===== src/rtl/csr_irq_unit_pkg.sv =====
// Shared definitions for the machine-mode CSR file and interrupt controller:
// CSR addresses, funct3 codes, FSM encodings and mstatus bit positions.
package csr_irq_unit_pkg;

    localparam logic [11:0] CSR_MSTATUS   = 12'h300;
    localparam logic [11:0] CSR_MIE       = 12'h304;
    localparam logic [11:0] CSR_MTVEC     = 12'h305;
    localparam logic [11:0] CSR_MSCRATCH  = 12'h340;
    localparam logic [11:0] CSR_MEPC      = 12'h341;
    localparam logic [11:0] CSR_MCAUSE    = 12'h342;
    localparam logic [11:0] CSR_MIP       = 12'h344;
    localparam logic [11:0] CSR_MCYCLE    = 12'hB00;
    localparam logic [11:0] CSR_MCYCLEH   = 12'hB80;
    localparam logic [11:0] CSR_MINSTRET  = 12'hB02;
    localparam logic [11:0] CSR_MINSTRETH = 12'hB82;
    localparam logic [11:0] CSR_CYCLE     = 12'hC00;
    localparam logic [11:0] CSR_CYCLEH    = 12'hC80;
    localparam logic [11:0] CSR_INSTRET   = 12'hC02;
    localparam logic [11:0] CSR_INSTRETH  = 12'hC82;

    localparam logic [2:0] F3_RW  = 3'b001;
    localparam logic [2:0] F3_RS  = 3'b010;
    localparam logic [2:0] F3_RC  = 3'b011;
    localparam logic [2:0] F3_RWI = 3'b101;
    localparam logic [2:0] F3_RSI = 3'b110;
    localparam logic [2:0] F3_RCI = 3'b111;

    localparam int MSTATUS_MIE_BIT  = 3;
    localparam int MSTATUS_MPIE_BIT = 7;
    localparam int IRQ_FIELD_LSB    = 16;
    localparam logic [4:0] IRQ_CAUSE_BASE = 5'd16;

    typedef enum logic [1:0] {
        USER_IDLE = 2'd0,
        TAKE      = 2'd1,
        HANDLER   = 2'd2
    } irq_state_e;

    typedef enum logic [1:0] {
        OP_NONE  = 2'd0,
        OP_WRITE = 2'd1,
        OP_SET   = 2'd2,
        OP_CLEAR = 2'd3
    } csr_op_e;

    // Register and immediate forms share an operation; zimm arrives pre-extended.
    function automatic csr_op_e decode_op(input logic [2:0] func3);
        csr_op_e op;
        case (func3)
            F3_RW, F3_RWI: op = OP_WRITE;
            F3_RS, F3_RSI: op = OP_SET;
            F3_RC, F3_RCI: op = OP_CLEAR;
            default:       op = OP_NONE;
        endcase
        return op;
    endfunction

endpackage


===== src/rtl/csr_irq_unit_irq_sync.sv =====
// Two-flop synchroniser for the asynchronous level-sensitive interrupt lines.
module irq_sync #(
    parameter int WIDTH = 1
) (
    input  logic             i_CLK,
    input  logic             i_RST,
    input  logic [WIDTH-1:0] i_D,
    output logic [WIDTH-1:0] o_Q
);

    logic [WIDTH-1:0] meta_d, meta_q;
    logic [WIDTH-1:0] sync_d, sync_q;

    // Next-state of the two synchroniser stages.
    always_comb begin
        meta_d = i_D;
        sync_d = meta_q;
    end

    // Synchroniser flops with synchronous clear.
    always_ff @(posedge i_CLK) begin
        if (i_RST) begin
            meta_q <= '0;
            sync_q <= '0;
        end else begin
            meta_q <= meta_d;
            sync_q <= sync_d;
        end
    end

    assign o_Q = sync_q;

endmodule


===== src/rtl/csr_irq_unit.sv =====
// Machine-mode CSR file, 64-bit counters and interrupt-entry FSM for the V32I core.
// Tracks USER/MACHINE mode in lock-step with decode.
module csr_irq_unit
    import csr_irq_unit_pkg::*;
#(
    parameter int          NUM_IRQ       = 4,
    parameter logic [31:0] HANDLER_RESET = 32'h0000_0100
) (
    input  logic               i_CLK,
    input  logic               i_RST,
    input  logic               i_CSR_EN,
    input  logic [11:0]        i_CSR_ADDR,
    input  logic [2:0]         i_FUNC3,
    input  logic [31:0]        i_WDATA,
    output logic [31:0]        o_RDATA,
    input  logic [NUM_IRQ-1:0] i_IRQ_LINES,
    input  logic [31:0]        i_PC,
    input  logic               i_MRET,
    input  logic               i_RETIRE,
    output logic               o_IRQ,
    output logic [31:0]        o_HANDLER_BASE,
    output logic [31:0]        o_MEPC,
    output logic               o_MODE
);

    logic [NUM_IRQ-1:0] mip_s;
    logic [NUM_IRQ-1:0] pend_vec_s;
    logic               pending_s;
    logic [4:0]         cause_idx_s;
    logic [31:0]        trap_cause_s;
    logic [31:0]        rdata_s;
    logic [31:0]        wr_val_s;
    logic               wr_en_s;
    csr_op_e            op_s;
    logic               take_s;
    logic               mret_s;

    irq_state_e         state_d, state_q;
    logic               irq_d, irq_q;
    logic               mode_d, mode_q;
    logic               mstatus_mie_d, mstatus_mie_q;
    logic               mstatus_mpie_d, mstatus_mpie_q;
    logic [NUM_IRQ-1:0] mie_d, mie_q;
    logic [31:0]        mtvec_d, mtvec_q;
    logic [31:0]        mscratch_d, mscratch_q;
    logic [31:0]        mepc_d, mepc_q;
    logic [31:0]        mcause_d, mcause_q;
    logic [63:0]        mcycle_d, mcycle_q;
    logic [63:0]        minstret_d, minstret_q;

    irq_sync #(.WIDTH(NUM_IRQ)) u_irq_sync (
        .i_CLK (i_CLK),
        .i_RST (i_RST),
        .i_D   (i_IRQ_LINES),
        .o_Q   (mip_s)
    );

    // CSR read mux; unlisted addresses read zero.
    always_comb begin
        rdata_s = 32'h0;
        case (i_CSR_ADDR)
            CSR_MSTATUS: begin
                rdata_s[MSTATUS_MIE_BIT]  = mstatus_mie_q;
                rdata_s[MSTATUS_MPIE_BIT] = mstatus_mpie_q;
            end
            CSR_MIE:                   rdata_s = 32'(mie_q) << IRQ_FIELD_LSB;
            CSR_MTVEC:                 rdata_s = mtvec_q;
            CSR_MSCRATCH:              rdata_s = mscratch_q;
            CSR_MEPC:                  rdata_s = mepc_q;
            CSR_MCAUSE:                rdata_s = mcause_q;
            CSR_MIP:                   rdata_s = 32'(mip_s) << IRQ_FIELD_LSB;
            CSR_MCYCLE, CSR_CYCLE:     rdata_s = mcycle_q[31:0];
            CSR_MCYCLEH, CSR_CYCLEH:   rdata_s = mcycle_q[63:32];
            CSR_MINSTRET, CSR_INSTRET: rdata_s = minstret_q[31:0];
            CSR_MINSTRETH, CSR_INSTRETH: rdata_s = minstret_q[63:32];
            default:                   rdata_s = 32'h0;
        endcase
    end

    // Write value and enable; set/clear with a zero operand is not a write.
    always_comb begin
        op_s = decode_op(i_FUNC3);
        case (op_s)
            OP_WRITE: wr_val_s = i_WDATA;
            OP_SET:   wr_val_s = rdata_s | i_WDATA;
            OP_CLEAR: wr_val_s = rdata_s & ~i_WDATA;
            default:  wr_val_s = rdata_s;
        endcase
        if (op_s == OP_WRITE) begin
            wr_en_s = i_CSR_EN;
        end else if ((op_s == OP_SET) || (op_s == OP_CLEAR)) begin
            wr_en_s = i_CSR_EN && (i_WDATA != 32'h0);
        end else begin
            wr_en_s = 1'b0;
        end
    end

    // Pending detection and lowest-index priority encoder.
    always_comb begin
        pend_vec_s  = mip_s & mie_q;
        pending_s   = |pend_vec_s;
        cause_idx_s = 5'd0;
        for (int i = NUM_IRQ - 1; i >= 0; i--) begin
            if (pend_vec_s[i]) begin
                cause_idx_s = 5'(i);
            end else begin
                cause_idx_s = cause_idx_s;
            end
        end
        trap_cause_s = {1'b1, 26'h0, IRQ_CAUSE_BASE + cause_idx_s};
    end

    // Interrupt FSM next state; o_IRQ and o_MODE are decoded from the next state.
    always_comb begin
        state_d = state_q;
        case (state_q)
            USER_IDLE: begin
                if (mstatus_mie_q && pending_s) begin
                    state_d = TAKE;
                end else begin
                    state_d = USER_IDLE;
                end
            end
            TAKE:    state_d = HANDLER;
            HANDLER: begin
                if (i_MRET) begin
                    state_d = USER_IDLE;
                end else begin
                    state_d = HANDLER;
                end
            end
            default: state_d = USER_IDLE;
        endcase
        take_s = (state_q == TAKE);
        mret_s = (state_q == HANDLER) && i_MRET;
        irq_d  = (state_d == TAKE);
        mode_d = (state_d != USER_IDLE);
    end

    // CSR next values; trap and mret updates beat same-cycle software writes.
    always_comb begin
        if (take_s) begin
            mstatus_mpie_d = mstatus_mie_q;
            mstatus_mie_d  = 1'b0;
        end else if (mret_s) begin
            mstatus_mie_d  = mstatus_mpie_q;
            mstatus_mpie_d = 1'b1;
        end else if (wr_en_s && (i_CSR_ADDR == CSR_MSTATUS)) begin
            mstatus_mie_d  = wr_val_s[MSTATUS_MIE_BIT];
            mstatus_mpie_d = wr_val_s[MSTATUS_MPIE_BIT];
        end else begin
            mstatus_mie_d  = mstatus_mie_q;
            mstatus_mpie_d = mstatus_mpie_q;
        end

        if (wr_en_s && (i_CSR_ADDR == CSR_MIE)) begin
            mie_d = wr_val_s[IRQ_FIELD_LSB +: NUM_IRQ];
        end else begin
            mie_d = mie_q;
        end

        if (wr_en_s && (i_CSR_ADDR == CSR_MTVEC)) begin
            mtvec_d = wr_val_s & 32'hFFFF_FFFC;
        end else begin
            mtvec_d = mtvec_q;
        end

        if (wr_en_s && (i_CSR_ADDR == CSR_MSCRATCH)) begin
            mscratch_d = wr_val_s;
        end else begin
            mscratch_d = mscratch_q;
        end

        if (take_s) begin
            mepc_d = i_PC & 32'hFFFF_FFFC;
        end else if (wr_en_s && (i_CSR_ADDR == CSR_MEPC)) begin
            mepc_d = wr_val_s & 32'hFFFF_FFFC;
        end else begin
            mepc_d = mepc_q;
        end

        if (take_s) begin
            mcause_d = trap_cause_s;
        end else if (wr_en_s && (i_CSR_ADDR == CSR_MCAUSE)) begin
            mcause_d = wr_val_s;
        end else begin
            mcause_d = mcause_q;
        end

        if (wr_en_s && (i_CSR_ADDR == CSR_MCYCLE)) begin
            mcycle_d = {mcycle_q[63:32], wr_val_s};
        end else if (wr_en_s && (i_CSR_ADDR == CSR_MCYCLEH)) begin
            mcycle_d = {wr_val_s, mcycle_q[31:0]};
        end else begin
            mcycle_d = mcycle_q + 64'd1;
        end

        if (wr_en_s && (i_CSR_ADDR == CSR_MINSTRET)) begin
            minstret_d = {minstret_q[63:32], wr_val_s};
        end else if (wr_en_s && (i_CSR_ADDR == CSR_MINSTRETH)) begin
            minstret_d = {wr_val_s, minstret_q[31:0]};
        end else if (i_RETIRE) begin
            minstret_d = minstret_q + 64'd1;
        end else begin
            minstret_d = minstret_q;
        end
    end

    // Interrupt FSM state and its registered outputs.
    always_ff @(posedge i_CLK) begin
        if (i_RST) begin
            state_q <= USER_IDLE;
            irq_q   <= 1'b0;
            mode_q  <= 1'b0;
        end else begin
            state_q <= state_d;
            irq_q   <= irq_d;
            mode_q  <= mode_d;
        end
    end

    // CSR and counter storage.
    always_ff @(posedge i_CLK) begin
        if (i_RST) begin
            mstatus_mie_q  <= 1'b0;
            mstatus_mpie_q <= 1'b0;
            mie_q          <= '0;
            mtvec_q        <= HANDLER_RESET;
            mscratch_q     <= 32'h0;
            mepc_q         <= 32'h0;
            mcause_q       <= 32'h0;
            mcycle_q       <= 64'h0;
            minstret_q     <= 64'h0;
        end else begin
            mstatus_mie_q  <= mstatus_mie_d;
            mstatus_mpie_q <= mstatus_mpie_d;
            mie_q          <= mie_d;
            mtvec_q        <= mtvec_d;
            mscratch_q     <= mscratch_d;
            mepc_q         <= mepc_d;
            mcause_q       <= mcause_d;
            mcycle_q       <= mcycle_d;
            minstret_q     <= minstret_d;
        end
    end

    assign o_RDATA        = rdata_s;
    assign o_IRQ          = irq_q;
    assign o_MODE         = mode_q;
    assign o_HANDLER_BASE = mtvec_q;
    assign o_MEPC         = mepc_q;

endmodule


===== config.mk =====
export PLATFORM = sky130hd
export DESIGN_NAME = csr_irq_unit
export DESIGN_NICKNAME = d
export VERILOG_FILES = /design/src/rtl/csr_irq_unit_pkg.sv /design/src/rtl/csr_irq_unit_irq_sync.sv /design/src/rtl/csr_irq_unit.sv
export SDC_FILE = /design/constraint.sdc
export NUM_CORES = 1
export LEC_CHECK = 0
export CAP_MARGIN = 10
export CORE_MARGIN = 2
export CORE_UTILIZATION = 25
export CTS_CLUSTER_DIAMETER = 100
export DETAILED_ROUTE_END_ITERATION = 10
export PLACE_DENSITY_LB_ADDON = 0.08
export SYNTH_ARGS = -nofsm -noshare
export SYNTH_HDL_FRONTEND = slang
export SYNTH_SLANG_ARGS = --single-unit

===== constraint.sdc =====
create_clock -name i_CLK -period 3.4 [get_ports i_CLK]
set_input_delay 0.85 -clock i_CLK [delete_from_list [all_inputs] [get_ports i_CLK]]
set_output_delay 0.85 -clock i_CLK [all_outputs]
set_load 0.05 [all_outputs]

==> flow_summary.json <==
{
  "timing.final.crit_share": 1.03,
  "p_leak_nw": 9.78,
  "reg2reg_slack_ps": 360,
  "dr.first_iter.drc_count": 2026,
  "synth.distinct_cells": 111,
  "cts.htree.levels": 2,
  "start_util": 0.254,
  "criticalPathCategory": "input port to output pin",
  "fin_util": 0.393,
  "setup_viol": 11,
  "critPathMaxFanout": 15,
  "ys_seq_area_frac": 0.316,
  "async_reset_ff_frac": 0,
  "slew_violations": 0,
  "postSynthAreaPerCell_sq_um": 7.87,
  "end_kind": "output pin",
  "m1WireLength_microns": 48600,
  "clock_skew_ps": 24.4,
  "yosys_warnings": 0,
  "portBuffers": 178,
  "rsz0062_at_grt": "true",
  "clkSinkCount": 270,
  "path_clk_slew_ps": 60,
  "ff2ff_path_depth": 7,
  "row_count": 95,
  "cp.arrival_ps": 2660,
  "die-width_microns": 266,
  "grt_pass1_wl_microns": 150000,
  "grt_util_all_layers": 0.298,
  "die_h_microns": 266,
  "cp_cell_sequence": "buf_12 > or4_4 > o22a_2 > o22ai_1 > buf_4 > a21o_1 > buf_12",
  "avgViaCountPerCell": 5.60,
  "ys.flop_type": "dfxtp_1",
  "min_to": "u_irq_sync.o_Q[0]",
  "holdCritStartpoint": "u_irq_sync.meta_q[0]",
  "max_stage_delay_ps": 690,
  "insertion_delay_ps": 560,
  "maxSlewHeadroom": 0.300,
  "layout.nets": 2842,
  "synth_edf_count": 0,
  "r2r-end": "mcycle_q[56]",
  "critPathLaunchType": "input port",
  "ant_nets": 0,
  "grt_max_degree": 60,
  "final_common_cell": "buf_4",
  "status": "finished with violations",
  "fmax_mhz": 285,
  "ir_worst_vdd_mv": 0.315,
  "worstPathRequired_ps": 2550,
  "grt_pass1_vias": 19600,
  "routed.top_layer": "met5",
  "cpMaxStageDelayCell": "or4_4",
  "ys_ff_latch": 270,
  "cap_violations": 0,
  "cts_buffer_depth": 3,
  "via_count": 20400,
  "yosys.area.top_type": "dfxtp_1",
  "finalWorstSetupSlack_ps": -114,
  "gr-total-overflow": 0,
  "dp.final_hpwl_microns": 84900,
  "antenna_found_initial": 7,
  "final_cell_mix": "buf_4, dfxtp_1, nand2_1",
  "place.gp.congestion": 0.947,
  "period_needed_ps": 3510,
  "cts_root_buffer": "clkbuf_16",
  "drc": 0,
  "numCtsBuffers": 37,
  "synth_area_sq_um": 17100,
  "io_pins": 186,
  "dieArea_sq_um": 70500,
  "r2r-start": "mcycle_q[21]",
  "route.met2.wl_microns": 47600,
  "cts_tree": "built",
  "area_growth_pct": 55.1,
  "p_total_mw": 8.40,
  "crit_buf_inv": 3,
  "synth_area_leaders": "dfxtp_1, nand2_1, nor2_1",
  "power_density_nw_per_um2": 317,
  "failed_checks": "negative setup slack",
  "finalHoldViolations": 0,
  "firstDrtPassIters": 5,
  "drive_gt1_frac": 0.307,
  "core_sq_um": 67400,
  "routed_wl_microns": 108000,
  "dr_wl_met3_microns": 6040,
  "hold_path_depth": 1,
  "worst_slew_pin_slew_ps": 1040,
  "syn_inst": 2172,
  "synth_top_area_frac": 0.316,
  "hold_path.class": "flip-flop to flip-flop",
  "wl_per_cell_microns": 29.5,
  "worst_path_most_repeated_cell": "buf_12",
  "path_delay_family": "simple AND/OR/NAND/NOR gates",
  "setup-tns-final_ps": -387
}
==> layer usage <==
| metal | vias up | track usage |
|---|---|---|
| met5 | - | 0 |
| met4 | 2 | 0.134 |
| met3 | 186 | 0.0327 |
| met2 | 845 | 0.464 |
| met1 | 10100 | 0.413 |
| li1 | 9283 | - |
==> registers in the layout, summed over array words and instances (netlist names), 2 cells and up <==
name and flops:
mcause_q 32, mcycle_q 64, mie_q 4, minstret_q 64, mscratch_q 32, o_HANDLER_BASE 30, o_MEPC 30, state_q 2
u_irq_sync.meta_q 4, u_irq_sync.o_Q 4
==> cell usage after synthesis (35+ instances only) <==
cell type and instances:
a21oi_1 154, mux2i_1 55, o211ai_1 37, nor2_1 225, a22oi_1 44, nand4_1 43
nand2_1 238, nand3_1 80, a211oi_1 91, nor3_1 75, xnor2_1 47, buf_2 58
nor4_1 35, clkbuf_1 94, o21ai_0 83, dfxtp_1 270
==> final cells by class <==
| class | instances | area (sq um) |
|---|---|---|
| Antenna cell | 1 | 2.50 |
| Clock buffer | 49 | 1060 |
| Clock inverter | 12 | 139 |
| Inverter | 20 | 75.1 |
| Fill cell | 6895 | 40900 |
| Multi-Input combinational cell | 1707 | 11600 |
| Timing Repair Buffer | 716 | 7160 |
| Sequential cell | 270 | 5410 |
| Tap cell | 873 | 1090 |
==> worst max path at each step <==
stage | depth (start not counted) | slack [ps] | startpoint | to
after floorplan | 7 | -60 | i_CSR_ADDR[5] | o_RDATA[9]
after global placement | 10 | -720 | i_CSR_ADDR[3] | o_RDATA[9]
after detailed placement | 10 | -710 | i_CSR_ADDR[3] | o_RDATA[9]
after CTS | 11 | -130 | i_CSR_ADDR[1] | o_RDATA[9]
after global routing | 9 | -120 | i_CSR_ADDR[0] | o_RDATA[15]
final | 7 | -110 | i_CSR_ADDR[0] | o_RDATA[6]
==> where the power goes <==
part / internal [mW] / switching (mW)
combinational: 0.505 / 0.683
sequential: 3.17 / 0.0150
clock: 2.41 / 1.61
==> logic make-up after synthesis <==
family                     share of synthesized area
xor gates and xnor gates                      0.0410
adders and majority gates                    0.00146
AOI/OAI and AO/OA                              0.257
DFF                                            0.316
other                                       0.000219
muxes                                         0.0473
buffers and inverters                         0.0529
and+or+nand+nor                                0.284
==> stage by stage <==
stage | hold slack [ps] | instances | instance area [sq um] | worst slack, ps
CTS | 449 | 3631 | 26100 | -131
global placement | 431 | 3543 | 24100 | -717
global route | 462 | 3648 | 26500 | -120
detailed placement | 429 | 3543 | 24100 | -711
finish | 445 | 3648 | 26500 | -114
floorplan | 414 | 2175 | 17100 | -58.0
==> timing repair <==
| action | CTS | global route |
|---|---|---|
| gates resized for setup | 185 | 60 |
| gates cloned | 3 | 0 |
| pin swaps | 45 | 34 |
| hold buffers | 0 | 0 |
| buffers inserted | 27 | 21 |
| setup endpoints to repair | 45 | 32 |
No activity file was read; power rests on OpenSTA's default activity.
